### src/rtl/uart_pkg.sv
// Shared UART definitions: state encoding and default baud divider.
// Used by both the TX streamer and the RX path.
package uart_pkg;

  typedef enum logic [2:0] {
    IDLE,
    START,
    DATA,
    PARITY,
    STOP
  } uart_state_t;

  localparam int unsigned CLKS_PER_BIT_DEF = 868;

endpackage

### src/rtl/uart_baud_tick.sv
// Bit-period counter: counts 0..CLKS_PER_BIT-1, pulses bit_end on the last.
// Synchronous clear holds it at zero; shared with the RX sampler.
module uart_baud_tick
  import uart_pkg::*;
#(
  parameter int unsigned CLKS_PER_BIT = CLKS_PER_BIT_DEF
) (
  input  logic clk,
  input  logic rst_n,
  input  logic clr,
  output logic bit_end
);

  localparam int unsigned CW = $clog2(CLKS_PER_BIT);
  localparam logic [CW-1:0] LAST = CW'(CLKS_PER_BIT - 1);

  logic [CW-1:0] cnt_q, cnt_d;

  always_comb begin
    bit_end = ~clr & (cnt_q == LAST);
    cnt_d   = cnt_q + 1'b1;
    if (clr || bit_end) begin
      cnt_d = '0;
    end
  end

  always_ff @(posedge clk or negedge rst_n) begin
    if (!rst_n) begin
      cnt_q <= '0;
    end else begin
      cnt_q <= cnt_d;
    end
  end

endmodule

### src/rtl/uart_tx_streamer.sv
// FWFT FIFO to UART TX serializer, 8N1 LSB first.
// Define UART_TX_PARITY_EN to insert a parity bit before the stop bit(s).
module uart_tx_streamer
  import uart_pkg::*;
#(
  parameter int unsigned DATA_WIDTH   = 8,
  parameter int unsigned CLKS_PER_BIT = CLKS_PER_BIT_DEF,
  parameter int unsigned STOP_BITS    = 1,
  parameter int unsigned PARITY_ODD   = 0
) (
  input  logic                  clk,
  input  logic                  rst_n,
  input  logic                  enable,
  input  logic                  fifo_empty,
  input  logic [DATA_WIDTH-1:0] fifo_dout,
  output logic                  fifo_rd_en,
  output logic                  tx,
  output logic                  busy,
  output logic                  tx_done
);

  localparam int unsigned BW = $clog2(DATA_WIDTH) + 1;
  localparam logic [BW-1:0] LAST_BIT  = BW'(DATA_WIDTH - 1);
  localparam logic [BW-1:0] LAST_STOP = BW'(STOP_BITS - 1);

  if (CLKS_PER_BIT < 2 || STOP_BITS < 1 || STOP_BITS > 2 ||
      PARITY_ODD > 1) begin : g_bad_param
    $error("uart_tx_streamer: illegal parameter");
  end

  uart_state_t           state_q, state_d;
  logic [DATA_WIDTH-1:0] shreg_q, shreg_d;
  logic [BW-1:0]         bit_cnt_q, bit_cnt_d;
  logic                  tx_q, tx_d;
  logic                  pop, baud_clr, bit_end;
  logic                  last_bit, last_stop;
`ifdef UART_TX_PARITY_EN
  logic                  par_q, par_d;
`endif

  assign baud_clr = (state_q == IDLE);

  uart_baud_tick #(
    .CLKS_PER_BIT(CLKS_PER_BIT)
  ) u_baud (
    .clk    (clk),
    .rst_n  (rst_n),
    .clr    (baud_clr),
    .bit_end(bit_end)
  );

  // Gated by rst_n so no pop can be requested while in reset
  assign pop        = rst_n & enable & ~fifo_empty & (state_q == IDLE);
  assign last_bit   = (bit_cnt_q == LAST_BIT);
  assign last_stop  = (bit_cnt_q == LAST_STOP);
  assign fifo_rd_en = pop;
  assign busy       = (state_q != IDLE);
  assign tx         = tx_q;
  assign tx_done    = (state_q == STOP) & bit_end & last_stop;

  always_ff @(posedge clk or negedge rst_n) begin
    if (!rst_n) begin
      state_q <= IDLE;
    end else begin
      state_q <= state_d;
    end
  end

  always_comb begin
    state_d = state_q;
    unique case (state_q)
      IDLE:   if (pop) state_d = START;
      START:  if (bit_end) state_d = DATA;
`ifdef UART_TX_PARITY_EN
      DATA:   if (bit_end && last_bit) state_d = PARITY;
      PARITY: if (bit_end) state_d = STOP;
`else
      DATA:   if (bit_end && last_bit) state_d = STOP;
`endif
      STOP:   if (bit_end && last_stop) state_d = IDLE;
      default: state_d = IDLE;
    endcase
  end

  always_comb begin
    shreg_d   = shreg_q;
    bit_cnt_d = bit_cnt_q;
    tx_d      = tx_q;
`ifdef UART_TX_PARITY_EN
    par_d     = par_q;
`endif
    unique case (state_q)
      IDLE: begin
        if (pop) begin
          shreg_d   = fifo_dout;
          bit_cnt_d = '0;
          tx_d      = 1'b0;
`ifdef UART_TX_PARITY_EN
          par_d     = (^fifo_dout) ^ (PARITY_ODD != 0);
`endif
        end
      end
      START: begin
        if (bit_end) tx_d = shreg_q[0];
      end
      DATA: begin
        if (bit_end && last_bit) begin
          bit_cnt_d = '0;
`ifdef UART_TX_PARITY_EN
          tx_d      = par_q;
`else
          tx_d      = 1'b1;
`endif
        end else if (bit_end) begin
          shreg_d   = shreg_q >> 1;
          bit_cnt_d = bit_cnt_q + 1'b1;
          tx_d      = shreg_q[1];
        end
      end
`ifdef UART_TX_PARITY_EN
      PARITY: begin
        if (bit_end) tx_d = 1'b1;
      end
`endif
      STOP: begin
        tx_d = 1'b1;
        if (bit_end) begin
          bit_cnt_d = last_stop ? '0 : bit_cnt_q + 1'b1;
        end
      end
      default: tx_d = 1'b1;
    endcase
  end

  always_ff @(posedge clk or negedge rst_n) begin
    if (!rst_n) begin
      shreg_q   <= '0;
      bit_cnt_q <= '0;
      tx_q      <= 1'b1;
`ifdef UART_TX_PARITY_EN
      par_q     <= 1'b0;
`endif
    end else begin
      shreg_q   <= shreg_d;
      bit_cnt_q <= bit_cnt_d;
      tx_q      <= tx_d;
`ifdef UART_TX_PARITY_EN
      par_q     <= par_d;
`endif
    end
  end

endmodule

### config.mk
export PLATFORM = sky130hd
export DESIGN_NAME = uart_tx_streamer
export DESIGN_NICKNAME = d
export VERILOG_FILES = /design/src/rtl/uart_pkg.sv /design/src/rtl/uart_baud_tick.sv /design/src/rtl/uart_tx_streamer.sv
export SDC_FILE = /design/constraint.sdc
export NUM_CORES = 1
export LEC_CHECK = 0
export BUFFER_PORTS_ARGS = -buffer_cell sky130_fd_sc_hd__buf_2
export CORE_ASPECT_RATIO = 0.75
export CORE_MARGIN = 2
export CORE_UTILIZATION = 25
export CTS_CLUSTER_DIAMETER = 60
export CTS_CLUSTER_SIZE = 40
export DETAILED_ROUTE_END_ITERATION = 8
export SLEW_MARGIN = 5
export SYNTH_ARGS = -nofsm -noshare
export SYNTH_HDL_FRONTEND = slang
export SYNTH_SLANG_ARGS = --single-unit
### constraint.sdc
create_clock -name clk -period 5.3 [get_ports clk]
set_input_delay 1.06 -clock clk [delete_from_list [all_inputs] [get_ports clk]]
set_output_delay 1.06 -clock clk [all_outputs]
set_load 0.1 [all_outputs]
==> results of run 1 <==
==> per-stage QoR <==
| stage | total power [mW] | cell area, µm² |
|---|---|---|
| global route | 0.622 | 1640 |
| global placement | 0.454 | 1590 |
| CTS | 0.587 | 1640 |
| floorplan | 0.419 | 1460 |
| finish | 0.579 | 1640 |
| detailed placement | 0.456 | 1590 |
==> worst max-delay path by stage <==
stage                    startpoint  slack [ps]         end
detailed placement            rst_n        1730  fifo_rd_en
global placement              rst_n        1760  fifo_rd_en
floorplan           u_baud.cnt_q[0]         310     tx_done
finish                        rst_n        1790  fifo_rd_en
CTS                           rst_n        1730  fifo_rd_en
global route                  rst_n        1620  fifo_rd_en
==> per-layer routing <==
layer / vias to the layer above / track usage, % / wire, µm / share of wire [%]
li1: 553 / - / - / -
met1: 519 / 14.6 / 1550 / 54
met2: 18 / 13.5 / 1150 / 40
met3: 5 / 1.73 / 98 / 3.4
met4: 0 / 3.98 / 48 / 1.7
met5: - / 0 / 0 / 0
==> area by class of cell <==
type / instances / area (µm²)
sequential: 26 / 652
multi-input combinational: 111 / 742
fill: 631 / 4060
clock buffer: 4 / 55.1
tap: 78 / 97.6
inverter: 6 / 22.5
timing repair buffer: 15 / 75.1
==> cells by family after synthesis <==
| group | count (synthesis) | share of synthesized area (%) |
|---|---|---|
| buf+inv | 11 | 4.21 |
| mux | 7 | 4.82 |
| flops | 26 | 44.8 |
| xor+xnor | 8 | 4.82 |
| simple gates | 65 | 27.1 |
| fa+ha+maj | 3 | 2.58 |
| compound gates | 28 | 11.7 |
==> flip-flops by register name (all words and copies together) (netlist names) <==
name          cells
bit_cnt_q         4
shreg_q           8
state_q           3
tx                1
u_baud.cnt_q     10
==> power by group through the flow <==
stage | logic (mW) | registers [mW] | clock network (mW)
global route | 0.176 | 0.305 | 0.142
detailed placement | 0.156 | 0.300 | 0
CTS | 0.156 | 0.296 | 0.135
finish | 0.155 | 0.296 | 0.128
global placement | 0.154 | 0.300 | 0
floorplan | 0.108 | 0.311 | 0
==> cell usage in the layout, fill, tap and decap left out, types with 5 or more instances in the layout <==
| master | count |
|---|---|
| sky130_fd_sc_hd__dfrtp_1 | 25 |
| sky130_fd_sc_hd__nor2_1 | 18 |
| sky130_fd_sc_hd__buf_2 | 15 |
| sky130_fd_sc_hd__a21oi_1 | 14 |
| sky130_fd_sc_hd__nand3_1 | 10 |
| sky130_fd_sc_hd__nand2_1 | 10 |
| sky130_fd_sc_hd__mux2i_1 | 7 |
| sky130_fd_sc_hd__inv_1 | 5 |
| sky130_fd_sc_hd__xnor2_1 | 5 |
==> results.txt, run 1 <==
* Hold Path Class: register to register
* Antenna diode count: 0
- At the end of the flow, the number of nets in the layout was 178.
* Gate count after technology mapping: 148
- The core region is 5710 µm².
* Non-filler instance count after layout: 240
* End of the worst register-to-register path: bit_cnt_q[2]
* Sequential share of power: a little over 50%
- The worst setup path is captured at an output pin.
- Setup violations remaining at the end of the flow were counted as 0.
- After global routing the overflow that remains totals 0.
- Initial core utilization: roughly a quarter
* TritonCTS Buffers: 3
* Hold buffer count at CTS: 0
- Die boundary height: 70.1 µm
- The cell area that synthesis handed to floorplanning was 1460 µm².
- Peak Freq: 285 MHz
- For this run, asynchronously set or reset flops after synthesis account for between 90% and 100%.
* Worst rel slew slack: 36.9%
- CTS placed an instance of sky130_fd_sc_hd__clkbuf_8 at the clock tree root.
* Final sum of negative setup slack: 0 ps
* Clock Path Buffers: 2
- Sorting the synthesized cells by area gives the leading types as sky130_fd_sc_hd__dfrtp_1, sky130_fd_sc_hd__a21oi_1, sky130_fd_sc_hd__mux2i_1.
* Switching power share of the total: about a third
- Number of storage elements in the synthesis netlist: 26
* Endpoint of the worst hold path: u_baud.cnt_q[0]
* Final Hold Vio Count: 0
- Setup repair after global routing missed its margin: false
- Counting distinct cell types in the post-synthesis netlist gives 43.
- Delay of the slowest critical-path stage: 480 ps
- For this run, the share of the core covered by cells in the final layout is between 20% and 30%.
* Proportion of power drawn by the clock network: 22.2%
- TritonCTS built the clock tree.
* Endpoint arrival time on the critical path: 2450 ps
- Startpoint of the lowest-slack hold path: u_baud.cnt_q[0]
* Worst r2r src: state_q[0]
- Entering global routing, the biggest net connects 28 pins.
* Last weighted congestion value of the routability-driven placer: between 0.7 and 0.8
- The first global-routing pass estimated a little over 5000 µm of wire.
* Average wire length per cell after detail routing: between 10 and 15 µm
* Max Clock Skew: between 6 and 7 ps
- Number of violations reported at the end of detailed-routing iteration 0: 44
* Main flop type after synthesis: sky130_fd_sc_hd__dfrtp_1
- The flow ran to the end, and the final reports show no timing, DRC or antenna violations.
- The number of global-route vias before repair came to 1,053.
* Commonest cells post-synth: sky130_fd_sc_hd__dfrtp_1, sky130_fd_sc_hd__nor2_1, sky130_fd_sc_hd__a21oi_1
- Counting every sink on the clock net gives 26.
- Critical-path cell list: buf_2 > nand3b_2 > nor2_8 > buf_2
- Once detailed placement completed, the half-perimeter wirelength came to 2080 µm.
- Using the TritonRoute via totals, the vias-per-cell ratio works out to about 4.6.
- The worst register-to-register path has a depth of 5.
- Yosys mapped a number of flops with a built-in enable equal to 0.
* Max VDD drop: 0.114 mV
- Warning count from the yosys run: 0
- Together, buffers and inverters on the worst path number 2.
- Along the worst path, the maximum fanout reaches 27.
- After layout, the minimum clock period comes to 3510 ps.
* Number of placed instances with taps included: approximately 240
- Die area: about 6500 µm²
* Clock-pin slew reported for the worst setup and hold paths after clock tree synthesis: ~90 ps
- Detailed Route WL: 2840 µm
- Crit path setup slack, layout: 1790 ps
- Most common cell in the synthesized netlist: sky130_fd_sc_hd__dfrtp_1
* Dominant cell type by count on the critical path: sky130_fd_sc_hd__buf_2
* Worst setup path class: input port to output pin
- Number of pins with negative max-slew slack in the final report: 0
- Port buffering added 15 buffers.
- DRC Markers: 0
- In this run the remaining antenna-violating nets after routing total 0.
- Worst slack on hold paths: ~500 ps
- For this design the top-level I/O count stands at 16.
* Power density over the cells: approximately 350 nW/µm²
- Syn nets: 163
- Final worst-path cycle share: 66.2%
* Share of layout cells above drive strength 1: 17.9%
* Worst-Skew Late Latency: 270 ps
- Timing analysis after detailed placement gives a worst setup slack of 1730 ps.
* Share of synthesized area occupied by flip-flops and latches: 44.8%
- Max Cap Violations: 0
- Total stage count of the critical path: 4
- sky130_fd_sc_hd__dfrtp_1 takes more of the synthesized area than any other cell.
- Among cell families on the critical path, the largest total delay comes from buffers and inverters.
- In this run the static leakage power is 0.716 nW.
- The average instance in the mapped netlist occupies 9.83 µm².
* Relative contribution of combinational cells to total power: 26.7%
- # resized after CTS: 0
- Switching Power: 0.204 mW
- The number of antenna violations at the first check in global routing is 0.
- Layout overhead on the synthesized area: 13.0%
- Worst hold path depth: 1
- Kind of launch point of the worst setup path: input port
- The pre-antenna-repair detailed-routing pass consisted of 4 iterations.
* Slew at the pin with the worst max-slew slack: ~940 ps
- Global routing consumed, over all layers together, 9.66% of the routing resources.
- Measured along the x axis, the die boundary spans 92.1 µm.
- Design internal power: 0.375 mW
- Setup repair bufs after CTS: 0
* CP max-delay cell: sky130_fd_sc_hd__buf_2
- For the worst setup path, the data required time is 4240 ps.
* Share of the synthesized area in the top cell type: a little over two fifths
- CTS built an H-tree with a depth of 1.
- In this run the core area contains 24 standard-cell rows.
- In this run the register-to-register setup slack is 2910 ps.
- Via Count: between 1,000 and 1,500
Note: power is estimated with default switching activity, not from simulation.
==> inputs of run 2 (changes only) <==
- clock period: 5.3 -> 3.26 ns (I/O delays scaled with it)
==> results.txt, run 2 (same netlist as run 1, synthesis figures left out) <==
- Number of pins with negative max-slew slack in the final report: 0 (unchanged)
- The worst setup margin is 352 ps (was 1790 ps).
- Nets: 180 (was 178)
- R2r setup slk: 1350 ps (was 2910 ps)
- The register name with the most flops is u_baud.cnt_q (unchanged).
- Final-report setup violation count: 0 (unchanged)
- The buffer depth of the longest clock path came to 2 (unchanged).
* FP Rows: 24 (unchanged)
- Setup repair after global routing missed its margin: false (unchanged)
- The reg-to-reg critical path startpoint was u_baud.cnt_q[0] (was state_q[0]).
- Commonest non-fill, non-tap cells in the layout: sky130_fd_sc_hd__dfrtp_1, sky130_fd_sc_hd__nor2_1, sky130_fd_sc_hd__buf_2 (unchanged)
- Via Count: 1,103 (was 1,095)
* HPWL Detailed: 2170 µm (was 2080 µm)
- The part of the power in combinational logic is 25.7% (was 26.7%).
- Met3 track utilization from global routing: 3.24% (was 1.73%)
- The final critical path takes up 89.2% of the cycle.
- Fraction of the core area covered by cells at the end of the flow: 29.6% (was 28.8%)
* Max VDD drop: 0.185 mV (was 0.114 mV)
- Critical-path cell list: ha_1 > nor3b_2 > nand3_1 > nor4_4 > buf_2 (was buf_2 > nand3b_2 > nor2_8 > buf_2).
* CTS tree: yes (unchanged)
- Run status: completed (unchanged).
- Switching Power: 0.337 mW (was 0.204 mW)
- Area occupied by multi-input gates: 757 µm² (was 742 µm²)
- Kind of launch point of the worst setup path: register (was input port)
- Req. time, crit path: 2610 ps (was 4240 ps)
* Total global-route track usage: 9.80% (was 9.66%)
* CP max-delay cell: sky130_fd_sc_hd__buf_2 (unchanged)
* First drt pass iteration count: 4 (unchanged)
- The highest fanout seen on the critical path is 6 (was 27).
* Setup repair bufs after CTS: 0 (unchanged)
- The number of H-tree levels was 1 (unchanged).
- The number of design-rule violations left by the first detailed-router iteration came to 86 (was 44).
* Slew at the pin with the worst max-slew slack: 574 ps (was 943 ps)
- End of the worst register-to-register path: tx (was bit_cnt_q[2])
- Antenna diode count: 0 (unchanged)
- The max capacitance violation total came to 0 (unchanged).
- The normalized max-slew margin is 61.7% (was 36.9%).
* Endpoint type of the worst setup path: output pin (unchanged)
- Layout overhead on the synthesized area: 16.2% (was 13.0%)
- Maximum number of pins on one net before global-route repair: 27 (was 28)
* Register Area: 652 µm² (unchanged)
* Fill cell total of the finished layout: 621 (was 631)
* Endpoint arrival time on the critical path: 2260 ps (was 2450 ps)
* Hold buffer count at CTS: 0 (unchanged)
- The clock slew at the register clock pins of the worst setup and hold paths was 90 ps (about the same).
- The die footprint came to 6450 µm² (unchanged).
* Final sum of negative setup slack: 0 ps (unchanged)
- Start point of the critical path: u_baud.cnt_q[0] (was rst_n)
- The most crowded layer after global routing is met1 (unchanged).
* Design internal power: 0.667 mW (was 0.375 mW)
- Die boundary height: 70.1 µm (unchanged)
* Registers with the highest flip-flop counts: u_baud.cnt_q: 10 flops, shreg_q: 8 flops, bit_cnt_q: 4 flops (unchanged)
* Global-route wire length before repair: 5030 µm (was 5040 µm)
* DRC Markers: 0 (unchanged)
- Hold Path Class: input port to async pin (was register to register)
- Flip-flop count of the largest register after layout: 10 (unchanged)
- The worst reg-to-reg path cell count came to 6 (was 5).
* Max Clock Skew: 2.62 ps (was 6.45 ps)
- Static Leakage: 0.735 nW (was 0.716 nW)
- The power share of the sequential group was 48.0% (was 51.1%).
- Via count normalized by instance count: 4.56 (about the same)
- Count of input and output buffers: 15 (unchanged)
- Power density over the cells: 594 nW/µm² (was 352 nW/µm²)
* TritonCTS Buffers: 3 (unchanged)
- The switching part of the total is 33.6% (was 35.2%).
- Number of placed instances with taps included: 238 (was 236)
* Peak Freq: around 340 MHz
* Number of antenna violations at the first check in global routing: 0 (unchanged)
- Crit path buffers/inverters: 1 (was 2)
- The largest delay contributor family on the critical path is simple AND/OR/NAND/NOR gates (was buffers and inverters).
* Initial core utilization: 25.5% (unchanged)
* Most common cell after layout, fill and taps aside: sky130_fd_sc_hd__dfrtp_1 (unchanged)
- The floorplan die width came to 92.1 µm (unchanged).
- Worst-Skew Late Latency: 270 ps (about the same)
- The detail-routed net length per standard cell is 11.9 µm (was 11.8 µm).
- Proportion of power drawn by the clock network: 26.3% (was 22.2%)
- Via count of the first global-routing pass: 1,009 (was 1,053)
- The total I/O pin count is 16 (unchanged).
* Pre-CTS setup slack: 694 ps (was 1730 ps)
- The number of gates resized after CTS is 0 (unchanged).
* Root cell of the clock tree: sky130_fd_sc_hd__clkbuf_8 (unchanged)
- Number of sinks on the clock net: 26 (unchanged)
- Grt met2 use: 13.3% (was 13.5%)
- The wire length after detailed routing came to 2890 µm (was 2840 µm).
- The post-route non-filler standard cell count was 242 (was 240).
* Delay of the slowest critical-path stage: 460 ps (was 480 ps)
- Last weighted congestion value of the routability-driven placer: 0.782 (was 0.771)
* Worst setup path class: register to output pin (was input port to output pin)
* Final Hold Vio Count: 0 (unchanged)
- Share of layout cells above drive strength 1: 19.5% (was 17.9%)
* Core Box Area: 5710 µm² (unchanged)
- The met1 global-route usage came to 15.4% (was 14.6%).
- The overall overflow remaining after global route was 0 (unchanged).
- Min Tclk post-route: roughly 2900 ps
- Routed Antenna Nets: 0 (unchanged)
[run 2: cell count changes in the layout (fill, tap and decap cells not counted), sizes merged]
cell,before,now
bufinv,0,1
buf,15,17
clkbuf,4,3
[run 2: routing by layer]
metal / up-vias / part of all wire (%) / wire length [µm]
met2: 19 / 40 / 1160
met4: 0 / 0.42 / 12
met5: - / 0 / 0
met1: 523 / 56 / 1620
li1: 557 / - / -
met3: 4 / 3.5 / 102
[run 2: how the worst max path moves through the flow]
stage / end / cells past startpoint
after floorplan: tx_done / 4
after global placement: tx_done / 5
after detailed placement: tx_done / 5
after CTS: tx_done / 5
after global routing: tx_done / 5
final: tx_done / 5
[run 2: through the flow]
step	instance area, µm²	total power [mW]	hold WS (ps)
2_1_floorplan	1470	0.683	356
3_3_place_gp	1620	0.747	472
3_5_place_dp	1620	0.747	481
4_1_cts	1690	1.02	430
5_1_grt	1690	1.08	443
6_report	1690	1.00	407
[run 2: cell type report]
| type | count | area share (%) |
|---|---|---|
| repair buffers | 17 | 5.33 |
| clock inverters | 1 | 1.78 |
| well taps | 78 | 5.77 |
| flip-flops and latches | 26 | 38.6 |
| inverters | 6 | 1.33 |
| multi-input cells | 111 | 44.8 |
| clock buffers | 3 | 2.44 |
[run 2: power by group through the flow]
stage               Combinational (mW)  Clock [mW]  Sequential [mW]
finish                           0.258       0.264            0.482
global placement                 0.262           0            0.485
floorplan                        0.178           0            0.505
CTS                              0.262       0.275            0.482
detailed placement               0.259           0            0.488
global route                     0.288       0.294            0.494
[run 2: worst reg2reg max path, cell delays in order, from the launching register on]
cell                       delay (ps)
sky130_fd_sc_hd__dfrtp_1          400
sky130_fd_sc_hd__ha_1             220
sky130_fd_sc_hd__nor3b_2          300
sky130_fd_sc_hd__nand3_1          300
sky130_fd_sc_hd__nand3_1          220
sky130_fd_sc_hd__a21boi_1          80
sky130_fd_sc_hd__a311o_1          330
==> inputs of run 3 (changes only) <==
--- a/config.mk
+++ b/config.mk
@@ -9,3 +9,2 @@
 export CORE_ASPECT_RATIO = 0.75
-export CORE_MARGIN = 2
 export CORE_UTILIZATION = 25
--- a/constraint.sdc
+++ b/constraint.sdc
@@ -3,2 +3,2 @@
 set_output_delay 0.652 -clock clk [all_outputs]
-set_load 0.1 [all_outputs]
+set_load 0.005 [all_outputs]
==> results.txt, run 3 (same netlist as run 1, synthesis figures left out) <==
* Kind of launch point of the worst setup path: register (unchanged)
- The worst reg-to-reg path cell count was 6 (unchanged).
- The minimum setup slack among reg-to-reg paths was 1350 ps (about the same).
- Non-filler instance count after layout: 239 (was 242)
- Registers with the highest flip-flop counts: u_baud.cnt_q: 10 flops, shreg_q: 8 flops, bit_cnt_q: 4 flops (unchanged).
- CTS HTree Levels: 1 (unchanged)
* Number of pins with negative max-slew slack in the final report: 0 (unchanged)
- The flip-flop count of the largest register after layout is 10 (unchanged).
- Fill cell total of the finished layout: 587 (was 621)
- The most common cell after layout, fill and taps aside is sky130_fd_sc_hd__dfrtp_1 (unchanged).
- Setup repair after global routing missed its margin: false (unchanged)
* Die Width: 90.1 µm (was 92.1 µm)
- Peak Freq: 383 MHz (was 344 MHz)
- Nets: 180 (unchanged)
* Setup repair bufs after CTS: 0 (unchanged)
- The number of antenna diodes was 0 (unchanged).
- The footprint of the multi-input gates is 742 µm² (was 757 µm²).
- Hold buffer count at CTS: 0 (unchanged)
- Pre-CTS setup slack: 983 ps (was 694 ps)
- The antenna violation net count after detailed routing came to 0 (unchanged).
- The worst setup margin is 648 ps (was 352 ps).
- The worst-margin pin slew came to 501 ps (was 574 ps).
- The normalized max-slew margin was 66.6% (was 61.7%).
- Layout overhead on the synthesized area: 13.1% (was 16.2%)
* Hold Path Class: input port to async pin (unchanged)
- End of the worst register-to-register path: bit_cnt_q[2] (was tx)
- Initial core utilization: 26.6% (was 25.5%)
- The global-route wire length before repair came to 5360 µm (was 5030 µm).
- Number of violations reported at the end of detailed-routing iteration 0: 76 (was 86)
* FP Rows: 23 (was 24)
- Critical-path cell list: ha_1 > nor3b_2 > nand3_1 > nor4_1 > buf_2 (was ha_1 > nor3b_2 > nand3_1 > nor4_4 > buf_2).
- The register area came to 652 µm² (unchanged).
- Via count of the first global-routing pass: 1,062 (was 1,009)
* GR Overflow Total: 0 (unchanged)
* Min Tclk post-route: 2610 ps (was 2910 ps)
- Worst r2r src: u_baud.cnt_q[0] (unchanged)
* TritonCTS Buffers: 3 (unchanged)
- The buffer depth of the longest clock path is 2 (unchanged).
- The setup-violating endpoint count in the final report is 0 (unchanged).
- The register name with the most flops is u_baud.cnt_q (unchanged).
- Number of placed instances with taps included: 235 (was 238)
- Die area: 6130 µm² (was 6450 µm²)
- The master cell of the clock root buffer was sky130_fd_sc_hd__clkbuf_8 (unchanged).
* Max Cap Violations: 0 (unchanged)
- Share of layout cells above drive strength 1: 18.3% (was 19.5%)
* Last weighted congestion value of the routability-driven placer: 0.778 (was 0.782)
- Clock-pin slew reported for the worst setup and hold paths after clock tree synthesis: 90 ps (about the same)
* HPWL Detailed: 2180 µm (was 2170 µm)
- Count of input and output buffers: 15 (unchanged)
* CTS tree: yes (unchanged)
* Average wire length per cell after detail routing: 12.4 µm (was 11.9 µm)
- The delay of the slowest cell on the worst path is 410 ps (was 460 ps).
- Max VDD drop: 0.211 mV (was 0.185 mV)
- The arrival time at the worst endpoint is 1960 ps (was 2260 ps).
- Via Count: 1,080 (was 1,103)
- Worst setup path class: register to output pin (unchanged)
- Worst-Skew Late Latency: 270 ps (about the same)
- The endpoint required time on the critical path came to 2610 ps (about the same).
* DRC Markers: 0 (unchanged)
- The hold violation total from the final report is 0 (unchanged).
- The total negative setup slack was 0 ps (unchanged).
- Total global-route track usage: 11.2% (was 9.80%)
* Core Box Area: 5470 µm² (was 5710 µm²)
- The maximum number of pins on one net before global-route repair was 27 (unchanged).
- The leakage power was 0.721 nW (was 0.735 nW).
- Power density over the cells: 523 nW/µm² (was 594 nW/µm²)
- The ratio of final minimum period to clock period was 80.1% (was 89.2%).
- Die boundary height: 68.1 µm (was 70.1 µm)
* Number of antenna violations at the first check in global routing: 0 (unchanged)
- Commonest non-fill, non-tap cells in the layout: sky130_fd_sc_hd__dfrtp_1, sky130_fd_sc_hd__nor2_1, sky130_fd_sc_hd__buf_2 (unchanged).
- Run status: completed (unchanged).
- The final worst hold slack came to 449 ps (was 407 ps).
- Number of sinks on the clock net: 26 (unchanged)
- Start point of the critical path: u_baud.cnt_q[0] (unchanged)
* Max Clock Skew: 3.39 ps (was 2.62 ps)
- Detailed Route WL: 2970 µm (was 2890 µm)
- The total I/O pin count is 16 (unchanged).
- The detail-routed via count per cell is 4.52 (was 4.56).
- Endpoint type of the worst setup path: output pin (unchanged)
* Peak fanout along the critical path: 6 (unchanged)
- Fraction of the core area covered by cells at the end of the flow: 30.1% (was 29.6%)
* # resized after CTS: 0 (unchanged)
* First drt pass iteration count: 4 (unchanged)
- CP max-delay cell: sky130_fd_sc_hd__dfrtp_1 (was sky130_fd_sc_hd__buf_2)
run 3: cell types whose count changed in the layout (fill, tap and decap cells not counted):
cell / change
sky130_fd_sc_hd__nor4_1: +1
sky130_fd_sc_hd__clkbuf_1: +1
sky130_fd_sc_hd__bufinv_16: -1
sky130_fd_sc_hd__nor4_4: -1
run 3: how the worst max path moves through the flow:
stage / slack, ps / cells after the start / end
6_report: 650 / 5 / tx_done
2_1_floorplan: 1300 / 4 / tx_done
5_1_grt: 430 / 5 / tx_done
3_5_place_dp: 980 / 5 / tx_done
3_3_place_gp: 1080 / 5 / tx_done
4_1_cts: 630 / 5 / tx_done
run 3: critical path: cells and delay by family (launching register included):
family | cells | cell delay [ps]
AND/OR/NAND/NOR | 3 | 890
adder cells (fa/ha/maj) | 1 | 210
buffers and inverters | 1 | 170
flip-flops | 1 | 410
run 3: area by class of cell:
class | instances | share of cell area (%)
Multi-Input combinational cell | 111 | 45.1
Clock buffer | 4 | 2.74
Inverter | 6 | 1.37
Tap cell | 75 | 5.70
Timing Repair Buffer | 17 | 5.48
Sequential cell | 26 | 39.6
run 3: per-layer routing:
metal	part of all wire [%]	track usage, %	vias to the layer above
met1	55	16.7	504
met4	0.27	1.21	0
li1	-	-	557
met3	4.7	3.22	2
met2	40	16.2	17
met5	0	0	-
run 3: power by group:
| group | leakage, nW | internal (mW) | switching [mW] |
|---|---|---|---|
| Clock | 0.0228 | 0.0874 | 0.102 |
| Sequential | 0.327 | 0.409 | 0.0739 |
| Combinational | 0.371 | 0.0934 | 0.0959 |
| Total | 0.721 | 0.590 | 0.271 |
run 3: metrics by stage:
stage	instance area, µm²	power [mW]
after detailed placement	1600	0.682
after floorplan	1460	0.617
after CTS	1650	0.875
after global placement	1600	0.677
final	1650	0.861
after global routing	1650	0.934
